## src/rtl/code_patch_pkg.sv

```systemverilog
// Shared definitions for the code-patch engine.
//   - Default widths for fetch address, code word, patch table depth and hit counter.
//   - patch_entry_t: one table entry {en, addr, data} at the default widths.
//   - idx_width(): entry index width, never narrower than one bit.
package code_patch_pkg;

    localparam int unsigned CPE_ADDR_W    = 13;
    localparam int unsigned CPE_DATA_W    = 22;
    localparam int unsigned CPE_NUM_PATCH = 4;
    localparam int unsigned CPE_CNT_W     = 8;

    typedef struct packed {
        logic                  en;
        logic [CPE_ADDR_W-1:0] addr;
        logic [CPE_DATA_W-1:0] data;
    } patch_entry_t;

    function automatic int unsigned idx_width(input int unsigned n);
        return (n > 1) ? $clog2(n) : 1;
    endfunction

endpackage

```

## src/rtl/code_patch_match.sv

```systemverilog
// Combinational patch-table lookup.
// Compares the fetch address against every enabled entry; the lowest matching index wins.
// Ports:
//   si_addr_i   fetch address
//   ent_en_i    per-entry enable
//   ent_addr_i  per-entry match address
//   ent_data_i  per-entry replacement word
//   hit_o       at least one enabled entry matches
//   idx_o       index of the winning entry (0 when no hit)
//   data_o      replacement word of the winning entry (0 when no hit)
module code_patch_match
    import code_patch_pkg::*;
#(
    parameter int unsigned ADDR_W    = CPE_ADDR_W,
    parameter int unsigned DATA_W    = CPE_DATA_W,
    parameter int unsigned NUM_PATCH = CPE_NUM_PATCH,
    parameter int unsigned IDX_W     = idx_width(NUM_PATCH)
) (
    input  logic [ADDR_W-1:0]                 si_addr_i,
    input  logic [NUM_PATCH-1:0]              ent_en_i,
    input  logic [NUM_PATCH-1:0][ADDR_W-1:0]  ent_addr_i,
    input  logic [NUM_PATCH-1:0][DATA_W-1:0]  ent_data_i,
    output logic                              hit_o,
    output logic [IDX_W-1:0]                  idx_o,
    output logic [DATA_W-1:0]                 data_o
);

    // Scan from the top down so the last assignment is the lowest matching index.
    always_comb begin
        hit_o  = 1'b0;
        idx_o  = '0;
        data_o = '0;
        for (int i = NUM_PATCH - 1; i >= 0; i--) begin
            if (ent_en_i[i] && (ent_addr_i[i] == si_addr_i)) begin
                hit_o  = 1'b1;
                idx_o  = IDX_W'(i);
                data_o = ent_data_i[i];
            end
        end
    end

endmodule

```

## src/rtl/code_patch_engine.sv

```systemverilog
// Code-patch unit between instruction fetch and code ROM.
// Fetches are looked up in a programmable patch table; on a hit the ROM word is replaced.
// A pattern-generator mode returns a counting sequence instead (bring-up / BIST).
// Latency 2 cycles, one word per cycle, no backpressure.
// Ports:
//   clk_i, rst_ni     clock, asynchronous active-low reset
//   cfg_wr_i          write entry cfg_idx_i with {cfg_en_i, cfg_addr_i, cfg_data_i}
//   cfg_idx_i         entry index (out-of-range writes are dropped)
//   cfg_pat_gen_i     pattern mode, sampled with each fetch request
//   cnt_clr_i         synchronous hit-counter clear (wins over a concurrent hit)
//   si_read_i/addr_i  fetch request
//   rom_data_i        ROM word, valid the cycle after its request
//   rd_valid_o        result valid pulse
//   rd_data_o         returned word (held while rd_valid_o is low)
//   nopg_o            1 = unmodified ROM word
//   hit_idx_o         winning entry of the last patched read
//   hit_cnt_o         saturating patch-hit count
module code_patch_engine
    import code_patch_pkg::*;
#(
    parameter int unsigned       ADDR_W    = CPE_ADDR_W,
    parameter int unsigned       DATA_W    = CPE_DATA_W,
    parameter int unsigned       NUM_PATCH = CPE_NUM_PATCH,
    parameter int unsigned       IDX_W     = idx_width(NUM_PATCH),
    parameter int unsigned       CNT_W     = CPE_CNT_W,
    parameter logic [DATA_W-1:0] PAT_SEED  = '0
) (
    input  logic              clk_i,
    input  logic              rst_ni,
    input  logic              cfg_wr_i,
    input  logic [IDX_W-1:0]  cfg_idx_i,
    input  logic [ADDR_W-1:0] cfg_addr_i,
    input  logic [DATA_W-1:0] cfg_data_i,
    input  logic              cfg_en_i,
    input  logic              cfg_pat_gen_i,
    input  logic              cnt_clr_i,
    input  logic              si_read_i,
    input  logic [ADDR_W-1:0] si_addr_i,
    input  logic [DATA_W-1:0] rom_data_i,
    output logic              rd_valid_o,
    output logic [DATA_W-1:0] rd_data_o,
    output logic              nopg_o,
    output logic [IDX_W-1:0]  hit_idx_o,
    output logic [CNT_W-1:0]  hit_cnt_o
);

    // Patch table
    logic [NUM_PATCH-1:0]             r_ent_en;
    logic [NUM_PATCH-1:0][ADDR_W-1:0] r_ent_addr;
    logic [NUM_PATCH-1:0][DATA_W-1:0] r_ent_data;

    // Lookup result
    logic              w_hit;
    logic [IDX_W-1:0]  w_idx;
    logic [DATA_W-1:0] w_data;

    // S1: registered lookup
    logic              r_s1_valid;
    logic              r_s1_pat;
    logic              r_s1_hit;
    logic [IDX_W-1:0]  r_s1_idx;
    logic [DATA_W-1:0] r_s1_data;

    // S2: registered outputs and counters
    logic              r_rd_valid;
    logic [DATA_W-1:0] r_rd_data;
    logic              r_nopg;
    logic [IDX_W-1:0]  r_hit_idx;
    logic [CNT_W-1:0]  r_hit_cnt;
    logic [DATA_W-1:0] r_pat_cnt;

    logic              w_hit_inc;

    // Table write lands at the edge, so a same-cycle lookup still sees the old contents.
    always_ff @(posedge clk_i or negedge rst_ni) begin
        if (!rst_ni) begin
            r_ent_en   <= '0;
            r_ent_addr <= '0;
            r_ent_data <= '0;
        end else begin
            for (int i = 0; i < NUM_PATCH; i++) begin
                if (cfg_wr_i && (cfg_idx_i == IDX_W'(i))) begin
                    r_ent_en[i]   <= cfg_en_i;
                    r_ent_addr[i] <= cfg_addr_i;
                    r_ent_data[i] <= cfg_data_i;
                end
            end
        end
    end

    code_patch_match #(
        .ADDR_W    (ADDR_W),
        .DATA_W    (DATA_W),
        .NUM_PATCH (NUM_PATCH),
        .IDX_W     (IDX_W)
    ) u_match (
        .si_addr_i  (si_addr_i),
        .ent_en_i   (r_ent_en),
        .ent_addr_i (r_ent_addr),
        .ent_data_i (r_ent_data),
        .hit_o      (w_hit),
        .idx_o      (w_idx),
        .data_o     (w_data)
    );

    always_ff @(posedge clk_i or negedge rst_ni) begin
        if (!rst_ni) begin
            r_s1_valid <= 1'b0;
            r_s1_pat   <= 1'b0;
            r_s1_hit   <= 1'b0;
            r_s1_idx   <= '0;
            r_s1_data  <= '0;
        end else begin
            r_s1_valid <= si_read_i;
            if (si_read_i) begin
                r_s1_pat  <= cfg_pat_gen_i;
                r_s1_hit  <= w_hit;
                r_s1_idx  <= w_idx;
                r_s1_data <= w_data;
            end
        end
    end

    // Output mux: pattern beats patch beats ROM. Data/nopg/idx hold while idle.
    always_ff @(posedge clk_i or negedge rst_ni) begin
        if (!rst_ni) begin
            r_rd_valid <= 1'b0;
            r_rd_data  <= '0;
            r_nopg     <= 1'b1;
            r_hit_idx  <= '0;
            r_pat_cnt  <= PAT_SEED;
        end else begin
            r_rd_valid <= r_s1_valid;
            if (r_s1_valid) begin
                if (r_s1_pat) begin
                    r_rd_data <= r_pat_cnt;
                    r_nopg    <= 1'b0;
                    r_pat_cnt <= r_pat_cnt + DATA_W'(1);
                end else if (r_s1_hit) begin
                    r_rd_data <= r_s1_data;
                    r_nopg    <= 1'b0;
                    r_hit_idx <= r_s1_idx;
                end else begin
                    r_rd_data <= rom_data_i;
                    r_nopg    <= 1'b1;
                end
            end
        end
    end

    assign w_hit_inc = r_s1_valid && !r_s1_pat && r_s1_hit && !(&r_hit_cnt);

    // Clear takes priority; a hit in the clear cycle is dropped.
    always_ff @(posedge clk_i or negedge rst_ni) begin
        if (!rst_ni) begin
            r_hit_cnt <= '0;
        end else if (cnt_clr_i) begin
            r_hit_cnt <= '0;
        end else if (w_hit_inc) begin
            r_hit_cnt <= r_hit_cnt + CNT_W'(1);
        end
    end

    assign rd_valid_o = r_rd_valid;
    assign rd_data_o  = r_rd_data;
    assign nopg_o     = r_nopg;
    assign hit_idx_o  = r_hit_idx;
    assign hit_cnt_o  = r_hit_cnt;

endmodule

```

## config.mk

```make
export PLATFORM = sky130hd
export DESIGN_NAME = code_patch_engine
export DESIGN_NICKNAME = d
export VERILOG_FILES = /design/src/rtl/code_patch_pkg.sv /design/src/rtl/code_patch_match.sv /design/src/rtl/code_patch_engine.sv
export SDC_FILE = /design/constraint.sdc
export NUM_CORES = 1
export LEC_CHECK = 0
export BUFFER_PORTS_ARGS = -buffer_cell sky130_fd_sc_hd__buf_2
export CAP_MARGIN = 20
export CORE_MARGIN = 5
export CORE_UTILIZATION = 45
export CTS_BUF_LIST = sky130_fd_sc_hd__clkbuf_4 sky130_fd_sc_hd__clkbuf_8 sky130_fd_sc_hd__clkbuf_16
export DETAILED_ROUTE_END_ITERATION = 10
export HOLD_SLACK_MARGIN = 0.02
export SYNTH_ARGS = -nofsm -noshare
export SYNTH_HDL_FRONTEND = slang
export SYNTH_SLANG_ARGS = --single-unit
export TNS_END_PERCENT = 5
```

## constraint.sdc

```tcl
create_clock -name clk_i -period 6.15 [get_ports clk_i]
set_clock_uncertainty 0.15 [all_clocks]
set_input_delay 0.3075 -clock clk_i [delete_from_list [all_inputs] [get_ports clk_i]]
set_output_delay 0.3075 -clock clk_i [all_outputs]
set_load 0.005 [all_outputs]
```

* Word level (Yosys, flattened, before mapping) *
Index checks and enable logic that the tools add are counted.

word-level totals
  output and inout port bits = 34
  flip-flop bits (word level) = 227
  word-level logic and storage cells = 69
  bits of input ports = 79

operators by class
  bitwise operators = 1
  equality and inequality tests = 7
  reductions and logical operators = 18
  $add $sub $neg = 2
  mux-type cells = 18

operators with widths
  cell                   count
  $mux 22                6
  $eq 13x13->1           4
  $add 22x1->22 const B  1
  $mux 8                 2
  $logic_and 1x1->1      11
  $add 8x1->8 const B    1
  $mux 2                 4
  $reduce_and 8->1       1
  $mux 1                 6
  $eq 2x2->1 const B     2
  $reduce_and 3->1       1
  $eq 2x1->1 const B     1
  $logic_not 1->1        2
  $logic_not 2->1        1
  $reduce_and 2->1       1
  $reduce_bool 2->1      1
  $not 1->1              1

* Logic depth before layout (Yosys ltp) *
Gate-level depths: netlist (run 1).

  depth after elaboration = 6
  depth in mapped cells = 8
  mapped depth without buffers = 6

* By module *
Synthesis (run 1) repeated with hierarchy kept, for this count alone.

second synthesis, totals
  cells, all modules = 847
  area total of the unflattened synthesis = 10,452.5 um2

modules (own cells, without submodules)
  module             times used  sequential area each (um2)  area each (um2)  cells an instance
  code_patch_engine  1           5,681.7                     9,056.2          630
  code_patch_match   1           0.0                         1,396.3          217

* Least setup slack after synthesis (run 1) *
No wires, ideal clock.

  path kind = input to register
  start = in si_addr_i[12]
  end = reg r_s1_data[2]
  slack = 4.020 ns
  arrival = 1.846 ns
  setup time = 0.135 ns
  cell stages on the path = 8
  data required time = 5.865 ns
  buffers on the path = 3
  cell sequence = buf_4 xnor2_4 nand4_4 or4_4 buf_6 buf_12 a311oi_1 o31ai_1

between the ends
  longest elaborated chain between the ends = 6
  elaborated cells between the ends (all ways) = 12
  classes of those cells = eq/ne (4); mux (4); reduce/logical (4)

ends and longest elaborated chain
  item                   RTL line                  source
  from (decl)            code_patch_engine.sv:38   input logic [ADDR_W-1:0] si_addr_i,
  $eq 13x13->1           code_patch_match.sv:34    if (ent_en_i[i] && (ent_addr_i[i] == si_addr_i)) begin
  $logic_and 1x1->1      code_patch_match.sv:34
  $mux 22 (3 in series)  code_patch_match.sv:34
  $mux 22 (*)            code_patch_match.sv:34
  to (signal assigned)   code_patch_engine.sv:119  r_s1_data <= w_data;
  to (decl)              code_patch_engine.sv:62   logic [DATA_W-1:0] r_s1_data;

Mark *: on every way between the ends. The rest lies on a longest branch, timed or not.
A chain may end at the register's enable or synchronous reset.

* Worst setup path in the final report (run 1) *
  start = reg r_ent_addr[33] (netlist name)
  end = reg r_s1_data[2]

between the ends
  longest elaborated chain between the ends = 5

ends and longest elaborated chain
  item                               RTL line                 source
  from (decl)                        code_patch_engine.sv:49  logic [NUM_PATCH-1:0][ADDR_W-1:0] r_ent_addr;
  from (signal, indexed assignment)  code_patch_engine.sv:84  r_ent_addr[i] <= cfg_addr_i;
  $eq 13x13->1                       code_patch_match.sv:34
  $logic_and 1x1->1                  code_patch_match.sv:34
  $mux 22 (3 in series)              code_patch_match.sv:34

Every way passes these cells.

==> reports/metrics.cfg, run 1 <==
[outcome]
status = finished, final reports clean

[timing]
hold_viol = 0
setup_tns_ps = 0
final_max_slew_viol_count = 0
rsz0062_at_grt = no
finalSetupViolCount = 0
timing.final.crit_share_pct = 47.1
period_minus_slack_ps = 2900
fmax_ghz = 0.345
tightest_slew_ps = 1050
relSlewSlack_pct = 30.3

[cts]
cts_tree = done
cts-resized-gates = 0
cts_made_buffers = 26
clock_latency_ps = 520
h-tree-depth = 1
clk_path_buf_depth = 3
root_buffer = clkbuf_16
cts_sinks = 227
path_clk_slew_ps = 60

[power]
cellLeakagePower_nw = 5.70
irDropWorstVdd_mv = 0.307
swShare_pct = 26.3
combPwrFrac_pct = 16.0
p_sw_w = 0.00108
internal_power_w = 0.00303
seq_power_share_pct = 46.2
powerDensity_nw_per_um2 = 313
clockPowerShare_pct = 37.8

[synthesis]
syn_nets = 987
synthesis.area_um2 = 11000
yosysSeqAreaShare_pct = 51.9
syn_inst = 906
yosysWarnings = 0
synth_cell_types = 51
ys_ff_latch = 227
synth.avg_cell_area_um2 = 12.1

[place]
numPlacedInstances = 1286
gp_congestion = 0.839
hpwl_mm = 16.7
port_buffers = 112

[route]
drt-initial-drc-count = 546
firstDrtPassIters = 4
viasPerCell = 5.45
num_vias = 7554
wl_per_cell_um = 19.3
drtAntennaViolNets = 0
wl_mm = 26.7
drcViolationCount = 0

[die]
die_x_um = 166
rows = 57
core_um2 = 24100
die_area_um2 = 27600
die_h_um = 166
start_util_pct = 45.4
ios = 113

[setup_path]
r2r-start = r_ent_addr[33]
crit_path_end = r_s1_data[2]
critPathRequiredTime_ps = 6360
rrSetupSlack_ps = 3250
crit_path_max_fanout = 24
critPathMaxStageDelay_ps = 970
cp-startpoint = r_ent_addr[33]
timing.critical_path.to_type = register
slowest_stage = or4_4
critPathLaunchType = register
timing.rr.end = r_s1_data[2]
crit_chain = xnor2_1 > nand4_2 > or4_4 > a311oi_1 > o31ai_1
arrival_ps = 3110
ff2ff_path_depth = 5
worst-setup-path-type = reg -> reg

[cells_and_area]
final_cells = 1387
antenna_cells = 0
drive_above_1_share_pct = 36.3
syn2layout_area_growth_pct = 19.8
fin_nets = 1124

[min_path]
holdCritPathClass = in -> reg

[global_route]
gr-total-overflow = 0
grt_use_total_pct = 19.3
antenna_found_initial = 1
grt_start_max_net_pins = 123
grt_pass1_vias = 7978
grt_pass1_wl_mm = 43.8

[job]
maxCapViolCount = 0

## cells in the final DEF, fill, tap and decap left out, types with 3 or more instances in the layout
master and count:
a311oi_1 5, and3_1 25, mux2i_1 6, buf_4 14, o31ai_1 22, dlygate4sd3_1 53, buf_2 111, a22oi_1 16
nand3_1 32, nor4_1 23, a311oi_2 17, o21ai_0 45, xnor2_4 4, nor2_1 39, nand2_1 68, nand4_1 16
clkbuf_16 27, dfrtp_1 226, clkbuf_8 7, clkbuf_4 4, nor3_1 3, mux2_2 176, xnor2_1 59, xor2_1 14
clkinv_2 9, inv_1 3
## state kept, by name (all words and copies together), names as in the netlist, 2 cells and up
name and count:
hit_cnt_o 8, r_ent_en 4, r_s1_idx 2, r_ent_addr 52, r_s1_data 22, r_pat_cnt 22, r_ent_data 88, hit_idx_o 2
rd_data_o 22
## critical path, delay by kind of cell, from the launching register on
kind                      cells  cell delay [ps]
and+or+nand+nor               2             1580
DFF                           1              400
AOI/OAI and AO/OA             2              410
xor gates and xnor gates      1              190
## metal layers
layer	track usage, %	share of wire, %
met1	26.6	45
met2	31.8	48
met3	3.48	5.3
met5	0	0.075
met4	5.16	2.2
## cell families after synthesis
group	synth area share (%)
AOI/OAI and AO/OA	8.00
buffers and inverters	3.44
muxes	18.6
and+or+nand+nor	10.7
xor gates and xnor gates	7.07
DFF	51.9
adders and majority gates	0.228
## power by group through the flow
| stage | logic [W] | registers [W] | clock network [W] |
|---|---|---|---|
| final | 0.000657 | 0.00190 | 0.00155 |
| after global routing | 0.000732 | 0.00193 | 0.00165 |
| after CTS | 0.000668 | 0.00190 | 0.00158 |
| after detailed placement | 0.000639 | 0.00192 | 0 |
| after global placement | 0.000625 | 0.00192 | 0 |
| after floorplan | 0.000459 | 0.00187 | 0 |
## stage by stage
step	cell area [um2]	worst slack (ps)	total power, W	util, %	hold WS (ps)
after global routing	13100	3060	0.00431	54.4	62.2
after CTS	13100	3270	0.00415	54.4	30.0
after floorplan	11000	4020	0.00233	-	-138
after detailed placement	11700	3200	0.00256	48.6	302
final	13100	3250	0.00410	54.4	56.3
after global placement	11700	3210	0.00254	48.5	298
## what timing repair did
action,in CTS,in global routing
hold buffers,53,0
setup buffers,0,0
endpoints found under the hold margin,287,0
## worst min path at each step
| stage | from | slack [ps] | end | cells past startpoint |
|---|---|---|---|---|
| 2_1_floorplan | rst_ni | -140 | hit_cnt_o[0] | 0 |
| 3_3_place_gp | rst_ni | 300 | hit_cnt_o[6] | 1 |
| 3_5_place_dp | rst_ni | 300 | hit_cnt_o[6] | 1 |
| 4_1_cts | rom_data_i[10] | 30 | rd_data_o[10] | 5 |
| 5_1_grt | rom_data_i[1] | 60 | rd_data_o[1] | 4 |
| 6_report | rom_data_i[10] | 60 | rd_data_o[10] | 5 |
## Yosys cell counts (all sizes together)
library cell  number  share of area, %
a21oi              2             0.091
a22oi             16               1.1
a311oi            22               2.7
a31oi              1             0.057
a41oi              1             0.080
and2               1             0.057
and3              25               1.4
and3b              1             0.080
and4               1             0.080
buf               24               1.7
clkbuf            47               1.6
dfrtp            226                52
dfstp              1              0.24
ha                 2              0.23
inv                4              0.14
mux2             176                18
mux2i              6              0.55
nand2             68               2.3
nand2b             2              0.11
nand3             33               1.5
nand3b             2              0.14
nand4             19               1.3
nor2              40               1.4
nor2b              1             0.057
nor3               3              0.14
nor3b              1             0.069
nor4              26               1.7
o211ai             1             0.069
o21a               1             0.069
o21ai             45               2.1
o2bb2ai            1             0.080
o311ai             1             0.080
o31ai             22               1.5
o32ai              1             0.080
or3                2              0.11
or4                2              0.17
xnor2             65               6.0
xor2              14               1.1
## area by class of cell
| class | count | area, um2 |
|---|---|---|
| sequential | 227 | 5680 |
| fill | 2112 | 11000 |
| inverter | 4 | 15.0 |
| clock inverter | 10 | 75.1 |
| timing repair buffer | 180 | 1220 |
| clock buffer | 38 | 802 |
| multi-input combinational | 604 | 4920 |
| tap | 324 | 405 |
Note: power is estimated with default switching activity, not from simulation.
==> run 2: changes to the inputs <==
- clock period: 6.15 -> 2.7 ns (I/O delays scaled with it)
==> run 2 against run 1 <==
  * Worst setup slack got worse by 2800 ps
  * Critical path depth rose by 1
  * First-iteration DRC count rose by 2.2%
  * Count of clock-buffer cells in the layout rose by 2
  * Utilization rose by 1.0 points
  * Cell area rose by 1.9%
  * Flip-flop and latch count did not move
  * Sequential power rose by 130%
==> reports/metrics.cfg, run 2 (same netlist as run 1, synthesis figures left out) <==
[cts]
cts_sinks = 227
clk_path_buf_depth = 3
cts_made_buffers = 27
h-tree-depth = 1
clock_latency_ps = 520
root_buffer = clkbuf_16
cts_setup_buffers = 0
cts-resized-gates = 0
path_clk_slew_ps = 60
cts_tree = done

[die]
core_um2 = 24100
ios = 113
die_area_um2 = 27600
die_h_um = 166
die_x_um = 166
rows = 57
start_util_pct = 45.4

[setup_path]
critPathLaunchType = register
critPathRequiredTime_ps = 2950
worst-setup-path-type = reg -> reg
arrival_ps = 2460
r2r-start = r_ent_addr[3]
timing.critical_path.to_type = register
cp-startpoint = r_ent_addr[3]
crit_path_max_fanout = 10
ff2ff_path_depth = 6

[place]
hpwl_mm = 17.3
place_area_um2 = 11900
gp_congestion = 0.776
port_buffers = 112

[global_route]
grt_pass1_wl_mm = 44.8
gr-total-overflow = 0
grt_pass1_vias = 8079
grt_use_total_pct = 19.8
grt_start_max_net_pins = 75
antenna_found_initial = 1

[cells_and_area]
final_util_pct = 55.4
fin_nets = 1152
fin_area_um2 = 13400
largest_register_ffs = 88
regMostFlops = r_ent_data
reg_top3 = r_ent_data (88), r_ent_addr (52)
final_cell_mix = 226 x dfrtp_1, 176 x mux2_2, 111 x buf_2, 68 x nand2_1, 63 x dlygate4sd3_1
num-fill-cells = 2120
final_common_cell = dfrtp_1
drive_above_1_share_pct = 36.7
syn2layout_area_growth_pct = 22.0

[min_path]
holdCritPathClass = in -> async

[timing]
tightest_slew_ps = 619
relSlewSlack_pct = 58.7
period_minus_slack_ps = 2220
timing.final.crit_share_pct = 82.2
finalSetupViolCount = 0
fmax_ghz = 0.451
hold_viol = 0
final_max_slew_viol_count = 0
setup_tns_ps = 0
rsz0062_at_grt = no
holdWs_ps = 33.8

[job]
maxCapViolCount = 0

[route]
wl_mm = 27.2
viasPerCell = 5.33
wl_per_cell_um = 19.3
num_vias = 7527
drt-initial-drc-count = 558
drtAntennaViolNets = 0
drcViolationCount = 0
firstDrtPassIters = 4

[power]
irDropWorstVdd_mv = 0.440
powerDensity_nw_per_um2 = 704
cellLeakagePower_nw = 5.82

[outcome]
status = finished, final reports clean

==> run 2: layout make-up <==
cell class              count  area (um2)  area share, %
well taps                 324         405           3.03
clock inverters             4        48.8          0.365
inverters                   4        15.0          0.112
diodes                      1        2.50         0.0187
repair buffers            207        1470           11.0
multi-input cells         604        4920           36.8
flip-flops and latches    227        5680           42.5
clock buffers              40         817           6.11
==> run 2: layer usage <==
| layer | track usage, % | part of all wire, % | vias up |
|---|---|---|---|
| li1 | - | - | 3581 |
| met1 | 26.3 | 45 | 3737 |
| met2 | 34.0 | 49 | 168 |
| met3 | 3.38 | 4.5 | 41 |
| met4 | 4.99 | 1.9 | 0 |
| met5 | 0 | 0 | - |
==> run 2: path summary, 6_finish.rpt <==
kind,endpoint,slack [ps]
setup / recovery,r_s1_data[9],480
hold reg to reg,rd_data_o[12],310
hold / removal,hit_cnt_o[4],30
max in group asynchronous,r_ent_data[77],1610
min in group clk_i,r_ent_data[18],260
setup reg to reg,r_s1_data[9],480
==> run 2: through the flow <==
step	std cells	power [W]	worst slack (ps)
global route	1411	0.00988	306
detailed placement	1303	0.00587	457
floorplan	906	0.00530	598
finish	1411	0.00940	481
global placement	1302	0.00582	446
CTS	1410	0.00951	436
==> run 2: report_power, final <==
part	internal, W	switching, W	leakage, nW	total (W)
clock	0.00216	0.00137	0.437	0.00353
sequential	0.00395	0.000348	2.79	0.00429
combinational	0.000835	0.000743	2.59	0.00158
==> run 2: repair_timing <==
item	CTS	global route
hold buffers	63	0
hold endpoints to repair	402	0
setup endpoints to repair	0	0
==> run 2: worst max-delay path, cell delays in order (launching register included) <==
cell,delay (ps)
dfrtp_1,390
xnor2_1,260
nand4_1,190
nor4_4,310
nand2b_1,460
buf_4,240
o31ai_1,90
==> run 3: changes to the inputs <==
- ABC_AREA: unset -> 1
- clock period: 2.7 -> 2.3 ns (I/O delays scaled with it)
==> run 3 against run 2 <==
  * Count of clock-buffer cells in the layout rose by 2
  * Die area rose by 0.94%
  * Total power rose by 11%
  * Critical path type unchanged
  * Combinational power fell by 6%
  * Fmax rose by 13%
  * Cell count rose by 34%
  * Highest routed layer is now met5
  * Cell area rose by 0.53%
==> reports/metrics.cfg, run 3 <==
[outcome]
status = finished, final reports clean

[setup_path]
slowest_stage = buf_4
critPathLaunchType = register
crit_chain = buf_4 > nand3_2 > a21oi_2 > nor2_2 > inv_1 > o21ai_1
worst-path-buf-inv = 2
critPathRequiredTime_ps = 2560
critPathMaxStageDelay_ps = 420
crit_family = buffers and inverters
timing.rr.end = hit_cnt_o[6]
ff2ff_path_depth = 6
crit_path_max_fanout = 47
r2r-start = r_s1_valid
arrival_ps = 2230
timing.critical_path.to_type = register
rrSetupSlack_ps = 330
worst-setup-path-type = reg -> reg

[cells_and_area]
largest_register_ffs = 88
fin_nets = 1631
antenna_cells = 0
final_common_cell = nand2_1
reg_top3 = r_ent_data (88), r_ent_addr (52)
num-fill-cells = 2305
drive_above_1_share_pct = 15.5
syn2layout_area_growth_pct = 21.5
final_util_pct = 55.4
final_cell_mix = 444 x nand2_1, 226 x dfrtp_1, 208 x o21ai_0, 174 x inv_1, 111 x buf_2
regMostFlops = r_ent_data

[place]
gp_congestion = 0.853
hpwl_mm = 18.9
port_buffers = 112

[route]
wl_per_cell_um = 15.2
firstDrtPassIters = 5
num_vias = 9395
wl_mm = 28.9
drtAntennaViolNets = 0
viasPerCell = 4.97
drt-initial-drc-count = 732
drcViolationCount = 0

[synthesis]
synth.most_common_cell = nand2_1
synthesis.area_um2 = 11100
syn_nets = 1468
synthFlopType = dfrtp_1
yosysSeqAreaShare_pct = 51.4
synth_top_area_share_pct = 51.1
async_flop_share_pct = 100
yosysWarnings = 0
syn_inst = 1387
ys_ff_latch = 227
synth.avg_cell_area_um2 = 7.97
ys_top_cells_by_area = dfrtp_1 51%, nand2_1 15%, o21ai_0 9.4%, inv_1 5.9%, nand3_1 2.9%
synth_commonest_cells = 444 x nand2_1, 226 x dfrtp_1, 208 x o21ai_0, 174 x inv_1, 64 x nand3_1
synth_edf_count = 0
netlist.top_cell.by_area = dfrtp_1
synth_cell_types = 37

[cts]
clk_path_buf_depth = 3
path_clk_slew_ps = 60
cts_tree = done
cts_made_buffers = 26
root_buffer = clkbuf_16
cts_sinks = 227
h-tree-depth = 1
clock_latency_ps = 520

[die]
ios = 113
die_area_um2 = 27800
die_h_um = 167
core_um2 = 24200
start_util_pct = 45.6
rows = 57
die_x_um = 167

[global_route]
grt_pass1_wl_mm = 48.5
grt_use_total_pct = 20.9
gr-total-overflow = 0
grt_pass1_vias = 9376
grt_start_max_net_pins = 73
antenna_found_initial = 1

[timing]
holdWs_ps = 18.9
period_minus_slack_ps = 1970
timing.final.crit_share_pct = 85.6
fmax_ghz = 0.508
relSlewSlack_pct = 50.0
hold_viol = 0
rsz0062_at_grt = no
finalSetupViolCount = 0
setup_tns_ps = 0
final_max_slew_viol_count = 0
tightest_slew_ps = 751

[power]
cellLeakagePower_nw = 6.89
clockPowerShare_pct = 39.4
seq_power_share_pct = 46.5
p_sw_w = 0.00283
swShare_pct = 27.1
combPwrFrac_pct = 14.1
irDropWorstVdd_mv = 0.513
internal_power_w = 0.00763
powerDensity_nw_per_um2 = 779

[job]
maxCapViolCount = 0

[min_path]
holdCritPathClass = in -> async

run 3: cell types whose count changed in the layout (fill, tap and decap cells not counted), moves of 16 or more:
| cell | before | now |
|---|---|---|
| inv_1 | 3 | 174 |
| nand3_1 | 32 | 60 |
| nand2_1 | 68 | 444 |
| o22ai_1 | 0 | 18 |
| o21ai_0 | 45 | 208 |
| o31ai_1 | 22 | 3 |
| mux2_2 | 176 | 1 |
| a22oi_1 | 16 | 0 |
| a31oi_1 | 1 | 22 |
| nand3_2 | 1 | 26 |
| xnor2_1 | 59 | 9 |
| nor4_1 | 23 | 0 |
| and3_1 | 25 | 0 |
| a311oi_2 | 17 | 0 |
run 3: worst reg2reg max path: cells and delay by family, from the launching register on:
family / cells / cell delay (ps)
buffers and inverters: 2 / 550
AO/OA/AOI/OAI: 2 / 450
AND/OR/NAND/NOR: 2 / 360
flip-flops: 1 / 340
run 3: kinds of logic after synthesis:
logic type	Yosys count	share of synthesized area (%)
buffers and inverters	254	9.51
AO/OA/AOI/OAI	267	12.7
AND/OR/NAND/NOR	606	23.7
adder cells (fa/ha/maj)	2	0.226
flip-flops	227	51.4
multiplexers	1	0.102
XOR/XNOR	30	2.38
run 3: area by class of cell:
class | instances | area [um2] | share of cell area [%]
multi-input combinational | 906 | 4350 | 32.3
timing repair buffer | 199 | 1420 | 10.5
clock buffer | 42 | 851 | 6.33
tap | 324 | 405 | 3.02
inverter | 190 | 713 | 5.31
sequential | 227 | 5680 | 42.3
clock inverter | 4 | 20.0 | 0.149
run 3: metal layers:
| metal | part of all wire, % | track usage (%) | vias up |
|---|---|---|---|
| li1 | - | - | 4713 |
| met1 | 48 | 29.8 | 4405 |
| met2 | 45 | 33.8 | 221 |
| met3 | 4.7 | 3.06 | 54 |
| met4 | 2.3 | 5.34 | 2 |
| met5 | 0.024 | 0 | - |
run 3: repair_timing:
item / 4_1_cts / 5_1_grt
buffers inserted: 0 / 0
endpoints found under the hold margin: 402 / 0
hold buffers: 62 / 0
gates resized for setup: 0 / 0
run 3: how the worst max path moves through the flow:
stage                  from            end  cells after the start
5_1_grt            r_s1_pat  r_pat_cnt[20]                      9
3_3_place_gp     r_s1_valid   hit_cnt_o[6]                      6
6_report         r_s1_valid   hit_cnt_o[6]                      6
4_1_cts          r_s1_valid   hit_cnt_o[6]                      6
2_1_floorplan  hit_cnt_o[0]   hit_cnt_o[6]                      9
3_5_place_dp     r_s1_valid   hit_cnt_o[6]                      6
run 3: power groups by stage:
stage	logic, W	clock network (W)	registers [W]
global placement	0.00137	0	0.00492
CTS	0.00149	0.00423	0.00486
floorplan	0.000908	0	0.00485
global route	0.00171	0.00440	0.00493
finish	0.00148	0.00412	0.00487
detailed placement	0.00140	0	0.00493
run 3: per-stage QoR:
step                      total power (W)  std cells  area, um2  worst slack [ps]
after global routing               0.0110       1892      13400               148
after global placement            0.00629       1784      11900               338
after floorplan                   0.00576       1387      11100               638
final                              0.0105       1892      13400               331
after CTS                          0.0106       1892      13400               335
after detailed placement          0.00633       1784      11900               329
